### config.mk
export PLATFORM = sky130hd
export DESIGN_NAME = vc_sram_1rw_arbiter_flat
export DESIGN_NICKNAME = d
export VERILOG_FILES = /design/src/rtl/vc_sram_1rw_arbiter_pkg.sv /design/src/rtl/vc_sram_1rw_arbiter_if.sv /design/src/rtl/vc_sram_1rw_arbiter_sram.sv /design/src/rtl/vc_sram_1rw_arbiter.sv /design/src/flat_wrapper.sv
export SDC_FILE = /design/constraint.sdc
export NUM_CORES = 1
export LEC_CHECK = 0
export CAP_MARGIN = 25
export CORE_MARGIN = 8
export CORE_UTILIZATION = 38
export CTS_CLUSTER_SIZE = 40
export DETAILED_ROUTE_END_ITERATION = 7
export PLACE_DENSITY = 0.55
export SLEW_MARGIN = 20
export SYNTH_ARGS = -nofsm -noshare
export SYNTH_HDL_FRONTEND = slang
export SYNTH_SLANG_ARGS = --single-unit
### constraint.sdc
create_clock -name clk -period 3.85 [get_ports clk]
set_input_delay 0.5775 -clock clk [delete_from_list [all_inputs] [get_ports clk]]
set_output_delay 0.5775 -clock clk [all_outputs]
set_load 0.05 [all_outputs]
### src/rtl/vc_sram_1rw_arbiter_pkg.sv
// Shared constants and types for the two-port front end of the single-ported SRAM.
// The port index encoding is used by the arbiter, the in-flight stage and the response steering.
package vc_sram_1rw_arbiter_pkg;

  localparam int c_mem_sz    = 32;
  localparam int c_data_sz   = 32;
  localparam int c_addr_sz   = $clog2(c_mem_sz);
  localparam int c_num_bytes = (c_data_sz + 7) / 8;

  typedef enum logic {
    PORT0 = 1'b0,
    PORT1 = 1'b1
  } port_e;

  typedef struct packed {
    logic  valid;
    port_e port;
    logic  write;
  } inflight_t;

  function automatic port_e other_port(input port_e p);
    return (p == PORT0) ? PORT1 : PORT0;
  endfunction

endpackage

### src/rtl/vc_sram_1rw_arbiter_if.sv
// One requester's request/response channel pair (val/rdy on both sides).
// The master modport is the client view, the slave modport is the arbiter view.
interface vc_sram_1rw_arbiter_if
  import vc_sram_1rw_arbiter_pkg::*;
#(
  parameter int p_mem_sz  = c_mem_sz,
  parameter int p_data_sz = c_data_sz
) ();

  localparam int c_addr_sz   = $clog2(p_mem_sz);
  localparam int c_num_bytes = (p_data_sz + 7) / 8;

  logic                   req_val;
  logic                   req_rdy;
  logic                   req_write;
  logic [c_addr_sz-1:0]   req_addr;
  logic [p_data_sz-1:0]   req_data;
  logic [c_num_bytes-1:0] req_byte_en;

  logic                   resp_val;
  logic                   resp_rdy;
  logic                   resp_write;
  logic [p_data_sz-1:0]   resp_data;

  modport master (
    output req_val, req_write, req_addr, req_data, req_byte_en, resp_rdy,
    input  req_rdy, resp_val, resp_write, resp_data
  );

  modport slave (
    input  req_val, req_write, req_addr, req_data, req_byte_en, resp_rdy,
    output req_rdy, resp_val, resp_write, resp_data
  );

endinterface

### src/rtl/vc_sram_1rw_arbiter_sram.sv
// Single-ported synchronous SRAM with per-byte write enables and registered read data.
// A write cycle returns the word's previous contents on read_data; contents are never reset.
module vc_SRAM_1rw #(
  parameter int p_mem_sz  = 32,
  parameter int p_data_sz = 32
) (
  input  logic                             clk,
  input  logic                             en,
  input  logic                             write_en,
  input  logic [$clog2(p_mem_sz)-1:0]      addr,
  input  logic [p_data_sz-1:0]             write_data,
  input  logic [(p_data_sz+7)/8-1:0]       byte_en,
  output logic [p_data_sz-1:0]             read_data
);

  logic [p_data_sz-1:0] mem [p_mem_sz];

  always_ff @(posedge clk) begin
    if (en) begin
      read_data <= mem[addr];
      if (write_en) begin
        for (int i = 0; i < p_data_sz; i++) begin
          if (byte_en[i/8]) mem[addr][i] <= write_data[i];
        end
      end
    end
  end

endmodule

### src/rtl/vc_sram_1rw_arbiter.sv
// Round-robin two-port front end for vc_SRAM_1rw: one access per cycle, per-port in-order
// responses, and a one-entry holding buffer per port so a stalled consumer never blocks the other.
module vc_sram_1rw_arbiter
  import vc_sram_1rw_arbiter_pkg::*;
#(
  parameter int p_mem_sz  = c_mem_sz,
  parameter int p_data_sz = c_data_sz
) (
  input  logic                    clk,
  input  logic                    reset_n,
  vc_sram_1rw_arbiter_if.slave    port0,
  vc_sram_1rw_arbiter_if.slave    port1
);

  localparam int c_addr_sz   = $clog2(p_mem_sz);
  localparam int c_num_bytes = (p_data_sz + 7) / 8;

  logic [1:0]             req_val, req_write, req_rdy, resp_rdy;
  logic [c_addr_sz-1:0]   req_addr [2];
  logic [p_data_sz-1:0]   req_data [2];
  logic [c_num_bytes-1:0] req_byte_en [2];
  logic [1:0]             resp_val, resp_write;
  logic [p_data_sz-1:0]   resp_data [2];

  inflight_t              inflight;
  port_e                  prio;
  port_e                  grant_port;
  logic                   grant_valid;
  logic [1:0]             inflight_here, eligible, want;
  logic [1:0]             buf_valid, buf_write;
  logic [p_data_sz-1:0]   buf_data [2];
  logic [p_data_sz-1:0]   sram_read_data;

  assign req_val        = {port1.req_val, port0.req_val};
  assign req_write      = {port1.req_write, port0.req_write};
  assign resp_rdy       = {port1.resp_rdy, port0.resp_rdy};
  assign req_addr[0]    = port0.req_addr;
  assign req_addr[1]    = port1.req_addr;
  assign req_data[0]    = port0.req_data;
  assign req_data[1]    = port1.req_data;
  assign req_byte_en[0] = port0.req_byte_en;
  assign req_byte_en[1] = port1.req_byte_en;

  assign port0.req_rdy    = req_rdy[0];
  assign port1.req_rdy    = req_rdy[1];
  assign port0.resp_val   = resp_val[0];
  assign port1.resp_val   = resp_val[1];
  assign port0.resp_write = resp_write[0];
  assign port1.resp_write = resp_write[1];
  assign port0.resp_data  = resp_data[0];
  assign port1.resp_data  = resp_data[1];

  // A port may issue when nothing of its own is waiting, or when whatever is waiting
  // (buffered or in flight) is being consumed this very cycle.
  assign inflight_here = {inflight.valid && (inflight.port == PORT1),
                          inflight.valid && (inflight.port == PORT0)};
  assign eligible      = resp_rdy | (~buf_valid & ~inflight_here);
  assign want          = eligible & req_val;

  always_comb begin
    grant_valid = 1'b0;
    grant_port  = prio;
    if (want[prio]) begin
      grant_valid = 1'b1;
      grant_port  = prio;
    end else if (want[other_port(prio)]) begin
      grant_valid = 1'b1;
      grant_port  = other_port(prio);
    end
  end

  always_comb begin
    req_rdy = 2'b00;
    if (grant_valid && reset_n) req_rdy[grant_port] = 1'b1;
  end

  vc_SRAM_1rw #(
    .p_mem_sz  (p_mem_sz),
    .p_data_sz (p_data_sz)
  ) sram (
    .clk        (clk),
    .en         (grant_valid && reset_n),
    .write_en   (req_write[grant_port]),
    .addr       (req_addr[grant_port]),
    .write_data (req_data[grant_port]),
    .byte_en    (req_byte_en[grant_port]),
    .read_data  (sram_read_data)
  );

  // A full buffer always takes precedence; it can never coexist with an in-flight access of the same port.
  always_comb begin
    resp_val     = buf_valid | inflight_here;
    resp_write   = 2'b00;
    resp_data[0] = '0;
    resp_data[1] = '0;
    for (int p = 0; p < 2; p++) begin
      if (buf_valid[p]) begin
        resp_write[p] = buf_write[p];
        resp_data[p]  = buf_data[p];
      end else if (inflight_here[p]) begin
        resp_write[p] = inflight.write;
        resp_data[p]  = inflight.write ? '0 : sram_read_data;
      end
    end
  end

  always_ff @(posedge clk or negedge reset_n) begin
    if (!reset_n) begin
      inflight <= '0;
      prio     <= PORT0;
    end else begin
      inflight.valid <= grant_valid;
      inflight.port  <= grant_port;
      inflight.write <= req_write[grant_port];
      if (grant_valid) prio <= other_port(grant_port);
    end
  end

  always_ff @(posedge clk or negedge reset_n) begin
    if (!reset_n) begin
      buf_valid   <= 2'b00;
      buf_write   <= 2'b00;
      buf_data[0] <= '0;
      buf_data[1] <= '0;
    end else begin
      for (int p = 0; p < 2; p++) begin
        if (buf_valid[p] && resp_rdy[p]) begin
          buf_valid[p] <= 1'b0;
        end else if (inflight_here[p] && !resp_rdy[p]) begin
          buf_valid[p] <= 1'b1;
          buf_write[p] <= inflight.write;
          buf_data[p]  <= resp_data[p];
        end
      end
    end
  end

endmodule
### src/flat_wrapper.sv
// flat-port wrapper written by rule: the top's interface ports become plain ports
module vc_sram_1rw_arbiter_flat import vc_sram_1rw_arbiter_pkg::*;
#(
  parameter int p_mem_sz  = c_mem_sz,
  parameter int p_data_sz = c_data_sz
)
  (clk, reset_n, port0_req_val, port0_req_write, port0_req_addr, port0_req_data, port0_req_byte_en, port0_resp_rdy, port0_req_rdy, port0_resp_val, port0_resp_write, port0_resp_data, port1_req_val, port1_req_write, port1_req_addr, port1_req_data, port1_req_byte_en, port1_resp_rdy, port1_req_rdy, port1_resp_val, port1_resp_write, port1_resp_data);
  vc_sram_1rw_arbiter_if #(.p_mem_sz(p_mem_sz), .p_data_sz(p_data_sz)) port0_i ();
  vc_sram_1rw_arbiter_if #(.p_mem_sz(p_mem_sz), .p_data_sz(p_data_sz)) port1_i ();
  input  logic clk;
  input  logic reset_n;
  input wire logic [$bits(port0_i.req_val)-1:0] port0_req_val;
  input wire logic [$bits(port0_i.req_write)-1:0] port0_req_write;
  input wire logic [$bits(port0_i.req_addr)-1:0] port0_req_addr;
  input wire logic [$bits(port0_i.req_data)-1:0] port0_req_data;
  input wire logic [$bits(port0_i.req_byte_en)-1:0] port0_req_byte_en;
  input wire logic [$bits(port0_i.resp_rdy)-1:0] port0_resp_rdy;
  output wire logic [$bits(port0_i.req_rdy)-1:0] port0_req_rdy;
  output wire logic [$bits(port0_i.resp_val)-1:0] port0_resp_val;
  output wire logic [$bits(port0_i.resp_write)-1:0] port0_resp_write;
  output wire logic [$bits(port0_i.resp_data)-1:0] port0_resp_data;
  input wire logic [$bits(port1_i.req_val)-1:0] port1_req_val;
  input wire logic [$bits(port1_i.req_write)-1:0] port1_req_write;
  input wire logic [$bits(port1_i.req_addr)-1:0] port1_req_addr;
  input wire logic [$bits(port1_i.req_data)-1:0] port1_req_data;
  input wire logic [$bits(port1_i.req_byte_en)-1:0] port1_req_byte_en;
  input wire logic [$bits(port1_i.resp_rdy)-1:0] port1_resp_rdy;
  output wire logic [$bits(port1_i.req_rdy)-1:0] port1_req_rdy;
  output wire logic [$bits(port1_i.resp_val)-1:0] port1_resp_val;
  output wire logic [$bits(port1_i.resp_write)-1:0] port1_resp_write;
  output wire logic [$bits(port1_i.resp_data)-1:0] port1_resp_data;
  assign port0_i.req_val = port0_req_val;
  assign port0_i.req_write = port0_req_write;
  assign port0_i.req_addr = port0_req_addr;
  assign port0_i.req_data = port0_req_data;
  assign port0_i.req_byte_en = port0_req_byte_en;
  assign port0_i.resp_rdy = port0_resp_rdy;
  assign port0_req_rdy = port0_i.req_rdy;
  assign port0_resp_val = port0_i.resp_val;
  assign port0_resp_write = port0_i.resp_write;
  assign port0_resp_data = port0_i.resp_data;
  assign port1_i.req_val = port1_req_val;
  assign port1_i.req_write = port1_req_write;
  assign port1_i.req_addr = port1_req_addr;
  assign port1_i.req_data = port1_req_data;
  assign port1_i.req_byte_en = port1_req_byte_en;
  assign port1_i.resp_rdy = port1_resp_rdy;
  assign port1_req_rdy = port1_i.req_rdy;
  assign port1_resp_val = port1_i.resp_val;
  assign port1_resp_write = port1_i.resp_write;
  assign port1_resp_data = port1_i.resp_data;
  vc_sram_1rw_arbiter #(.p_mem_sz(p_mem_sz), .p_data_sz(p_data_sz)) u_core (.clk(clk), .reset_n(reset_n), .port0(port0_i), .port1(port1_i));
endmodule
# Word-level counts from Yosys, hierarchy flattened
# Memories as Yosys holds them, arrays and structs flattened. A register that Yosys moved wholly into a read port is not among the register bits.
# Cells that the tools add are included.
dict set report op_classes {
  n_bitwise 10
  order_cmp 5
  n_mux 53
  reduce_logical 14
}
# op count
set ops {}
lappend ops {{$mux 32} 8}
lappend ops {{$mux 1} 37}
lappend ops {{$mux 5} 3}
lappend ops {{$mux 4} 3}
lappend ops {{$logic_and 1x1->1} 8}
lappend ops {{$lt 1x2->1 const B} 3}
lappend ops {{$and 2x2->2} 2}
lappend ops {{$not 2->2} 2}
lappend ops {{$or 2x2->2} 2}
lappend ops {{$reduce_and 2->1} 2}
lappend ops {{$reduce_bool 2->1} 2}
lappend ops {{$not 1->1} 3}
lappend ops {{$ge 2x2->1 const B} 1}
lappend ops {{$logic_not 1->1} 2}
lappend ops {{$mux 2} 1}
lappend ops {{$not 1->2} 1}
lappend ops {{$demux 1 s1} 1}
lappend ops {{$ge 1x1->1 const B} 1}
dict set report word_totals {
  out_inout_bits 70
  mem_bits_rw 1024
  mem_count 1
  reg_bits 72
}
# name words word_bits rd rd_ports_with_merged_regs wr line
set memory_table {}
lappend memory_table {u_core.sram.mem 32 32 1 1 1 vc_sram_1rw_arbiter_sram.sv:16} ;# logic [p_data_sz-1:0] mem [p_mem_sz];

# Logic depth before layout (Yosys ltp)
# Gate-level depths: netlist of the first run.
dict set report depth {
  ltp_word 18
  ltp_mapped 13
  depth_no_buf 9
}

# Hierarchy
# A second synthesis of the first run with hierarchy kept.
dict set report hier_totals {
  hier_cells 2724
  hier_area_um2 44874.3
}
# module instances area_each_um2 cells_per_inst
set by_module_without_submodules {}
lappend by_module_without_submodules {vc_SRAM_1rw 1 40717.8 2253}
lappend by_module_without_submodules {vc_sram_1rw_arbiter 1 4156.5 471}

# Least setup slack after synthesis of the first run
# Ideal clock, no wire load.
dict set report synth_timing {
  kind {input port to flip-flop}
  start {in port0_req_val}
  end {mem u_core.sram.mem[11][0], enable pin}
  setup_slack_ns 0.549
  n_path_buf 4
  stages 10
  setup_time_ns 0.383
  t_arrival_ns 2.918
  path_cell_list {nor2b_1 a22o_2 maj3_4 o22ai_1 buf_4 buf_6 buf_2 nand2_1 clkbuf_1 nor3_1}
}
dict set report synth_via {
  elab_chain_len 13
  elab_cells_between_ends 21
  cone_classes {mux (18); bitwise (2); reduce/logical (1)}
}
# element line
set synth_rtl {}
lappend synth_rtl {{start: declaration} flat_wrapper.sv:12} ;# input wire logic [$bits(port0_i.req_val)-1:0] port0_req_val;
lappend synth_rtl {{$and 2x2->2 *} vc_sram_1rw_arbiter.sv:58} ;# assign want = eligible & req_val;
lappend synth_rtl {{$mux 1 (not written as such) (2 in series)} vc_sram_1rw_arbiter.sv:66} ;# end else if (want[other_port(prio)]) begin
lappend synth_rtl {{$mux 1} vc_sram_1rw_arbiter.sv:66}
lappend synth_rtl {{$mux 1} vc_sram_1rw_arbiter.sv:63} ;# if (want[prio]) begin
lappend synth_rtl {{$not 1->2 (not written as such)} {vc_sram_1rw_arbiter.sv:84, vc_sram_1rw_arbiter.sv:86}}
lappend synth_rtl {{$mux 4 (not written as such) (3 in series)} vc_sram_1rw_arbiter.sv:86} ;# .byte_en (req_byte_en[grant_port]),
lappend synth_rtl {{$mux 1} vc_sram_1rw_arbiter_sram.sv:23} ;# if (byte_en[i/8]) mem[addr][i] <= write_data[i];
lappend synth_rtl {{$mux 1} vc_sram_1rw_arbiter_sram.sv:21} ;# if (write_en) begin
lappend synth_rtl {{$mux 1} vc_sram_1rw_arbiter_sram.sv:19} ;# if (en) begin
lappend synth_rtl {{$mux 1 (not written as such)} vc_sram_1rw_arbiter_sram.sv:23}
lappend synth_rtl {{end: declaration} vc_sram_1rw_arbiter_sram.sv:16}
# Mark *: on every way between the ends. The rest lies on a longest branch, timed or not. The select of a mux whose other input is x is not followed.

# Worst setup path after layout of the first run
dict set report layout_timing {
  start {reg u_core.inflight[1] (netlist name)}
  end {reg u_core.sram.read_data[5], read port of u_core.sram.mem (data pin)}
}
dict set report layout_via {
  elab_chain_len 14
  elab_cells_between_ends 20
  cone_classes {mux (11); bitwise (6); reduce/logical (3)}
}
# element line
set layout_rtl {}
lappend layout_rtl {{start: declaration} vc_sram_1rw_arbiter.sv:25} ;# inflight_t inflight;
lappend layout_rtl {{$not 1->1} vc_sram_1rw_arbiter.sv:56} ;# inflight.valid && (inflight.port == PORT0)};
lappend layout_rtl {{$logic_and 1x1->1} vc_sram_1rw_arbiter.sv:56}
lappend layout_rtl {{$not 2->2 *} vc_sram_1rw_arbiter.sv:57} ;# assign eligible = resp_rdy | (~buf_valid & ~inflight_here);
lappend layout_rtl {{$and 2x2->2 *} vc_sram_1rw_arbiter.sv:57}
lappend layout_rtl {{$or 2x2->2 *} vc_sram_1rw_arbiter.sv:57}
lappend layout_rtl {{$and 2x2->2 *} vc_sram_1rw_arbiter.sv:58}
lappend layout_rtl {{$mux 1 (not written as such) (2 in series)} vc_sram_1rw_arbiter.sv:66}
lappend layout_rtl {{$mux 1} vc_sram_1rw_arbiter.sv:66}
lappend layout_rtl {{$mux 1 *} vc_sram_1rw_arbiter.sv:63}
lappend layout_rtl {{via u_core.grant_port} vc_sram_1rw_arbiter.sv:27} ;# port_e grant_port;
lappend layout_rtl {{$not 1->2 (not written as such) *} vc_sram_1rw_arbiter.sv:84} ;# .addr (req_addr[grant_port]),
lappend layout_rtl {{$mux 5 (not written as such) * (3 in series)} vc_sram_1rw_arbiter.sv:84}
lappend layout_rtl {{end: declaration} vc_sram_1rw_arbiter_sram.sv:13} ;# output logic [p_data_sz-1:0] read_data
# Mark *: on every way through the listed nets, which the timed path passes. The rest lies on a longest branch. The select of a mux whose other input is x is not followed.
# A chain may end at the register's enable or synchronous reset.

==> results.json, run 1 <==
{
  "crit_fanout": 96,
  "globalRoute.totalOverflow": 0,
  "design_area_mm2": 0.0553,
  "peakVddDrop_uv": 646,
  "wl_per_cell_um": 22.9,
  "antenna_found_initial": 10,
  "post_cts_buffers": 0,
  "nets": 3805,
  "regToRegStartpoint": "u_core.inflight[1]",
  "reg2reg_depth": 11,
  "numCtsBuffers": 114,
  "cts_tree": "yes",
  "die_h_um": 362,
  "skew_ns": 0.0335,
  "cts_resized": 0,
  "pin_count": 160,
  "worst_slew_pin_slew_ns": 0.995,
  "crit_chain": "nand2b_4 > a22o_2 > maj3_4 > inv_4 > buf_4 > mux2i_4 > buf_4 > buf_12 > nand3_1 > a22oi_1 > nand4_1",
  "synth_seq_cells": 1128,
  "yosys_warnings": 0,
  "synth_largest_area_cell": "edfxtp_1",
  "cts_buffer_depth": 3,
  "min_period_over_period": 0.930,
  "dpl_cell_area_mm2": 0.0515,
  "dieArea_mm2": 0.131,
  "critPathLaunchType": "register",
  "io_buffer_count": 159,
  "crit_slowest_cell": "a22oi_1",
  "dp_hpwl_um": 80000,
  "crit_type": "reg2reg",
  "min_period_ns": 3.58,
  "grt_max_degree": 160,
  "die_w_um": 362,
  "worst-path-buf-inv": 4,
  "drive_above_1_share": 0.186,
  "fmax_ghz": 0.279,
  "finalSetupViolCount": 0,
  "powerDensity_mw_per_mm2": 674,
  "critPathMostFrequentCell": "buf_4",
  "synthCells": 3293,
  "drt-initial-drc-count": 2601,
  "synth-seq-area-share": 0.737,
  "syn_avg_cell_area_um2": 13.8,
  "clock-sinks": 1128,
  "power_mw": 37.3,
  "final_antenna_net_count": 0,
  "critical_path_required_ns": 4.25,
  "drt_wl_total_um": 124000,
  "synthFlopType": "edfxtp_1",
  "crit_family": "compound AO/OA/AOI/OAI gates",
  "power_leakage_nw": 19.1,
  "place_congestion": 0.813,
  "vias": 28985,
  "whs_ns": -0.0285,
  "synthTopCellsByArea": "edfxtp_1 (70%), nand2_1 (5.4%), a21oi_1 (5.0%)",
  "hold_buffers": 0,
  "critical_path_arrival_ns": 3.98,
  "yosysTopAreaCellShare": 0.697,
  "clockRootBuffer": "clkbuf_16",
  "grt_usage": 0.183,
  "start_util": 0.381,
  "r2r_end": "u_core.sram.read_data[5]",
  "clk_pin_slew_ns": 0.06,
  "h-tree-depth": 3,
  "synthTopCellsByCount": "edfxtp_1 (1056), nand2_1 (649), a21oi_1 (454)",
  "endpoint_kind": "register",
  "synth_area_mm2": 0.0455,
  "slew_headroom": 0.334,
  "area_growth_pct": 21.6,
  "slowest_delay_ns": 0.54,
  "violations": "hold timing",
  "vias_per_cell": 5.34,
  "min_path_type": "in2async",
  "insertion_delay_ns": 0.69,
  "synth_edf_count": 1056,
  "core_area_mm2": 0.119,
  "rows": 127,
  "grt_pass1_wl_um": 184000,
  "status": "finished with violations",
  "async_reset_ff_frac": 0.0638,
  "grt_pass1_vias": 27999,
  "yosysMostFrequentCell": "edfxtp_1",
  "cap_viol_max_count": 0,
  "firstDrtPassIters": 5,
  "fin_setup_tns_ns": 0,
  "synth_cell_types": 46,
  "synth_fp_nets": 3383,
  "maxSlewViolCount": 0,
  "hold_viol_final": 22,
  "drc": 0,
  "reg2reg_slack_ns": 0.27,
  "rsz0062_at_grt": "no"
}
state kept, by name, indices dropped and copies added, names as in the netlist:
name,count
u_core.buf_data,64
u_core.buf_valid,2
u_core.buf_write,2
u_core.inflight,3
u_core.prio,1
u_core.sram.mem,1024
u_core.sram.read_data,32
kinds of logic (layout without fill, tap and decap cells):
kind of cell	after synthesis	count (layout)	share of synthesized area
DFF	1128	1128	0.737
AOI/OAI and AO/OA	725	725	0.100
other	0	4	0
adders and majority gates	1	1	0.000302
muxes	176	176	0.0419
and+or+nand+nor	1005	1005	0.0948
buffers and inverters	258	772	0.0261
layout by cell type (no fill, tap or decap), drive strengths merged, types with 36 or more instances in the layout:
master	n
a32oi	54
buf	403
nor3	128
a221oi	64
clkinv	41
clkbuf	148
nor2b	36
edfxtp	1056
nand2	649
mux2	104
a21oi	455
dfrtp	72
nand3	137
a22oi	63
a22o	68
mux2i	72
clkdlybuf4s50	154
area by class of cell:
cell class | count | area (um2)
repair buffers | 559 | 5120
multi-input cells | 1907 | 10900
flip-flops and latches | 1128 | 33500
clock inverters | 62 | 667
well taps | 1612 | 2020
diodes | 4 | 10.0
clock buffers | 146 | 3030
inverters | 5 | 21.3
fillers | 10540 | 64000
worst max-delay path by stage:
| stage | depth (start not counted) | startpoint | to | slack [ns] |
|---|---|---|---|---|
| after global routing | 11 | u_core.inflight[1] | u_core.sram.read_data[2] | 0.15 |
| after CTS | 5 | u_core.buf_valid[1] | port1_resp_data[27] | 0.26 |
| after detailed placement | 12 | port0_req_val | u_core.sram.read_data[3] | -0.30 |
| after floorplan | 10 | port0_req_val | u_core.sram.mem[11][0] | 0.55 |
| final | 11 | u_core.inflight[1] | u_core.sram.read_data[5] | 0.27 |
| after global placement | 11 | port0_req_val | u_core.sram.mem[1][4] | -0.48 |
per-layer routing:
layer	routed length (um)	global-route usage	share of wire	vias to the layer above
met3	9710	0.0422	0.078	148
met1	55500	0.260	0.45	14547
li1	-	-	-	13338
met5	75	0	0.00060	-
met2	56600	0.286	0.46	940
met4	2390	0.0443	0.019	12
power by group:
group	internal, mW	leakage (nW)	switching [mW]
clock network	6.41	1.80	4.56
logic	3.72	6.86	7.35
registers	14.9	10.5	0.352
metrics by stage:
stage / cells / worst slack (ns) / util
final: 5423 / 0.270 / 0.463
after global routing: 5419 / 0.150 / 0.463
after CTS: 5416 / 0.264 / 0.463
after detailed placement: 5208 / -0.303 / 0.432
after global placement: 5201 / -0.480 / 0.431
after floorplan: 3293 / 0.549 / -
(Power assumes the default switching activity.)
==> run 2, diff against run 1 <==
- CORE_MARGIN: 8 -> default
- CORE_UTILIZATION: 38 -> 46
- PLACE_DENSITY: 0.55 -> 0.64
==> run 2 against run 1 <==
The run now ends clean. Fmax shrank 5.1%. Wire length shrank 2.4%. Clock power is essentially flat. Largest power group unchanged. Global-route usage grew 5.8 points. Critical path type unchanged. Total power shrank 0.13%.
==> results.json, run 2 (synthesis gave the netlist of run 1 again) <==
{
  "slew_headroom": 0.411,
  "crit_type": "reg2reg",
  "grt_usage": 0.241,
  "critical_path_required_ns": 4.27,
  "min_path_type": "in2async",
  "clk_pin_slew_ns": 0.06,
  "cts_tree": "yes",
  "skew_ns": 0.0291,
  "cts_buffer_depth": 3,
  "worst_slew_pin_slew_ns": 0.883,
  "min_period_ns": 3.77,
  "fin_setup_tns_ns": 0,
  "place_congestion": 0.865,
  "powerDensity_mw_per_mm2": 681,
  "place_inst": 4825,
  "critPathLaunchType": "register",
  "final_antenna_net_count": 0,
  "area_growth_pct": 20.3,
  "crit_fanout": 48,
  "pin_count": 160,
  "drc": 0,
  "cap_viol_max_count": 0,
  "endpoint_kind": "register",
  "rsz0062_at_grt": "no",
  "cts_resized": 0,
  "dieArea_mm2": 0.100,
  "hold_viol_final": 0,
  "rows": 114,
  "io_buffer_count": 159,
  "top_register": "u_core.sram.mem",
  "core_area_mm2": 0.0973,
  "peakVddDrop_uv": 456,
  "start_util": 0.468,
  "crit_slowest_cell": "dfrtp_1",
  "die_h_um": 316,
  "firstDrtPassIters": 6,
  "grt_pass1_wl_um": 181000,
  "wl_per_cell_um": 24.1,
  "critical_path_arrival_ns": 4.19,
  "drt_wl_total_um": 121000,
  "largest_register_ffs": 1024,
  "status": "complete, no violations",
  "clockRootBuffer": "clkbuf_16",
  "finalSetupViolCount": 0,
  "drt-initial-drc-count": 3607,
  "drive_above_1_share": 0.176,
  "power_leakage_nw": 18.9,
  "die_w_um": 316,
  "maxSlewViolCount": 0,
  "antenna_found_initial": 4,
  "slowest_delay_ns": 0.44,
  "reg_top3": "u_core.sram.mem: 1024 flops, u_core.buf_data: 64 flops, u_core.sram.read_data: 32 flops",
  "vias": 29458,
  "vias_per_cell": 5.84,
  "final_cell_mix": "edfxtp_1 (1056), nand2_1 (643), a21oi_1 (454), buf_4 (285), clkdlybuf4s50_1 (157)",
  "whs_ns": 0.483,
  "nets": 3761,
  "grt_max_degree": 82,
  "globalRoute.totalOverflow": 0,
  "crit_chain": "nand2b_4 > a22o_2 > maj3_4 > buf_12 > o22ai_4 > buf_4 > buf_12 > buf_4 > mux2i_1 > a221oi_1 > a21oi_1 > nand3_1",
  "final_cells": 5043,
  "insertion_delay_ns": 0.71,
  "min_period_over_period": 0.980,
  "clock-sinks": 1128,
  "dp_hpwl_um": 77600,
  "h-tree-depth": 3,
  "final_common_cell": "edfxtp_1",
  "fmax_ghz": 0.265,
  "pre_cts_slack_ns": -0.346,
  "grt_pass1_vias": 28326,
  "setup_ws_ns": 0.0780,
  "numCtsBuffers": 113
}
run 2: changes by cell type in the layout (fill, tap and decap cells not counted), sizes merged:
cell	before	now
clkbuf	148	144
dlygate4sd3	0	1
bufinv	13	10
clkdlybuf4s50	154	157
clkinvlp	5	3
diode	4	1
buf	403	357
clkinv	41	51
run 2: metrics by stage:
stage	power (mW)	utilization	cell area (um2)
finish	37.2	0.563	54700
global route	38.7	0.563	54700
CTS	37.3	0.561	54600
detailed placement	26.7	0.524	51000
global placement	26.5	0.523	50900
floorplan	21.9	-	45500
run 2: worst paths after layout:
| path | start | to | slack, ns | cells past startpoint |
|---|---|---|---|---|
| max | u_core.inflight[1] | u_core.sram.read_data[31] | 0.08 | 12 |
| min | reset_n | u_core.buf_data[53] | 0.48 | 3 |
| max reg2reg | u_core.inflight[1] | u_core.sram.read_data[31] | 0.08 | 12 |
| min reg2reg | u_core.buf_data[8] | u_core.buf_data[8] | 0.51 | 1 |
| max in group asynchronous | reset_n | u_core.buf_data[59] | 2.39 | 4 |
| min in group clk | port0_req_write | u_core.inflight[0] | 0.50 | 2 |
run 2: timing repair:
| item | CTS | global route |
|---|---|---|
| hold endpoints to repair | 28 | 0 |
| hold buffers | 1 | 0 |
| buffers inserted | 0 | 0 |
run 2: power by group:
group | total [mW] | switching [mW] | internal (mW)
clock | 10.7 | 4.64 | 6.07
sequential | 15.3 | 0.369 | 14.9
combinational | 11.3 | 7.43 | 3.83
run 2: cell type report:
type | instances | area (um2)
clock buffers | 143 | 2940
repair buffers | 516 | 5030
fillers | 7700 | 42600
well taps | 1276 | 1600
inverters | 5 | 21.3
diodes | 1 | 2.50
clock inverters | 67 | 649
multi-input cells | 1907 | 11000
flip-flops and latches | 1128 | 33500
run 2: critical path: cells and delay by family (launching register included):
kind            cells  cell delay [ns]
compound gates      4             1.04
fa+ha+maj           1             0.37
buf+inv             4             0.93
flops               1             0.44
mux                 1             0.24
simple gates        2             0.37
run 2: per-layer routing:
layer  vias up  global-route usage  wire length [um]
li1      13256                   -                 -
met5         -                   0                21
met1     14637               0.347             51800
met3       167              0.0427             10700
met2      1394               0.376             56100
met4         4              0.0670              2760
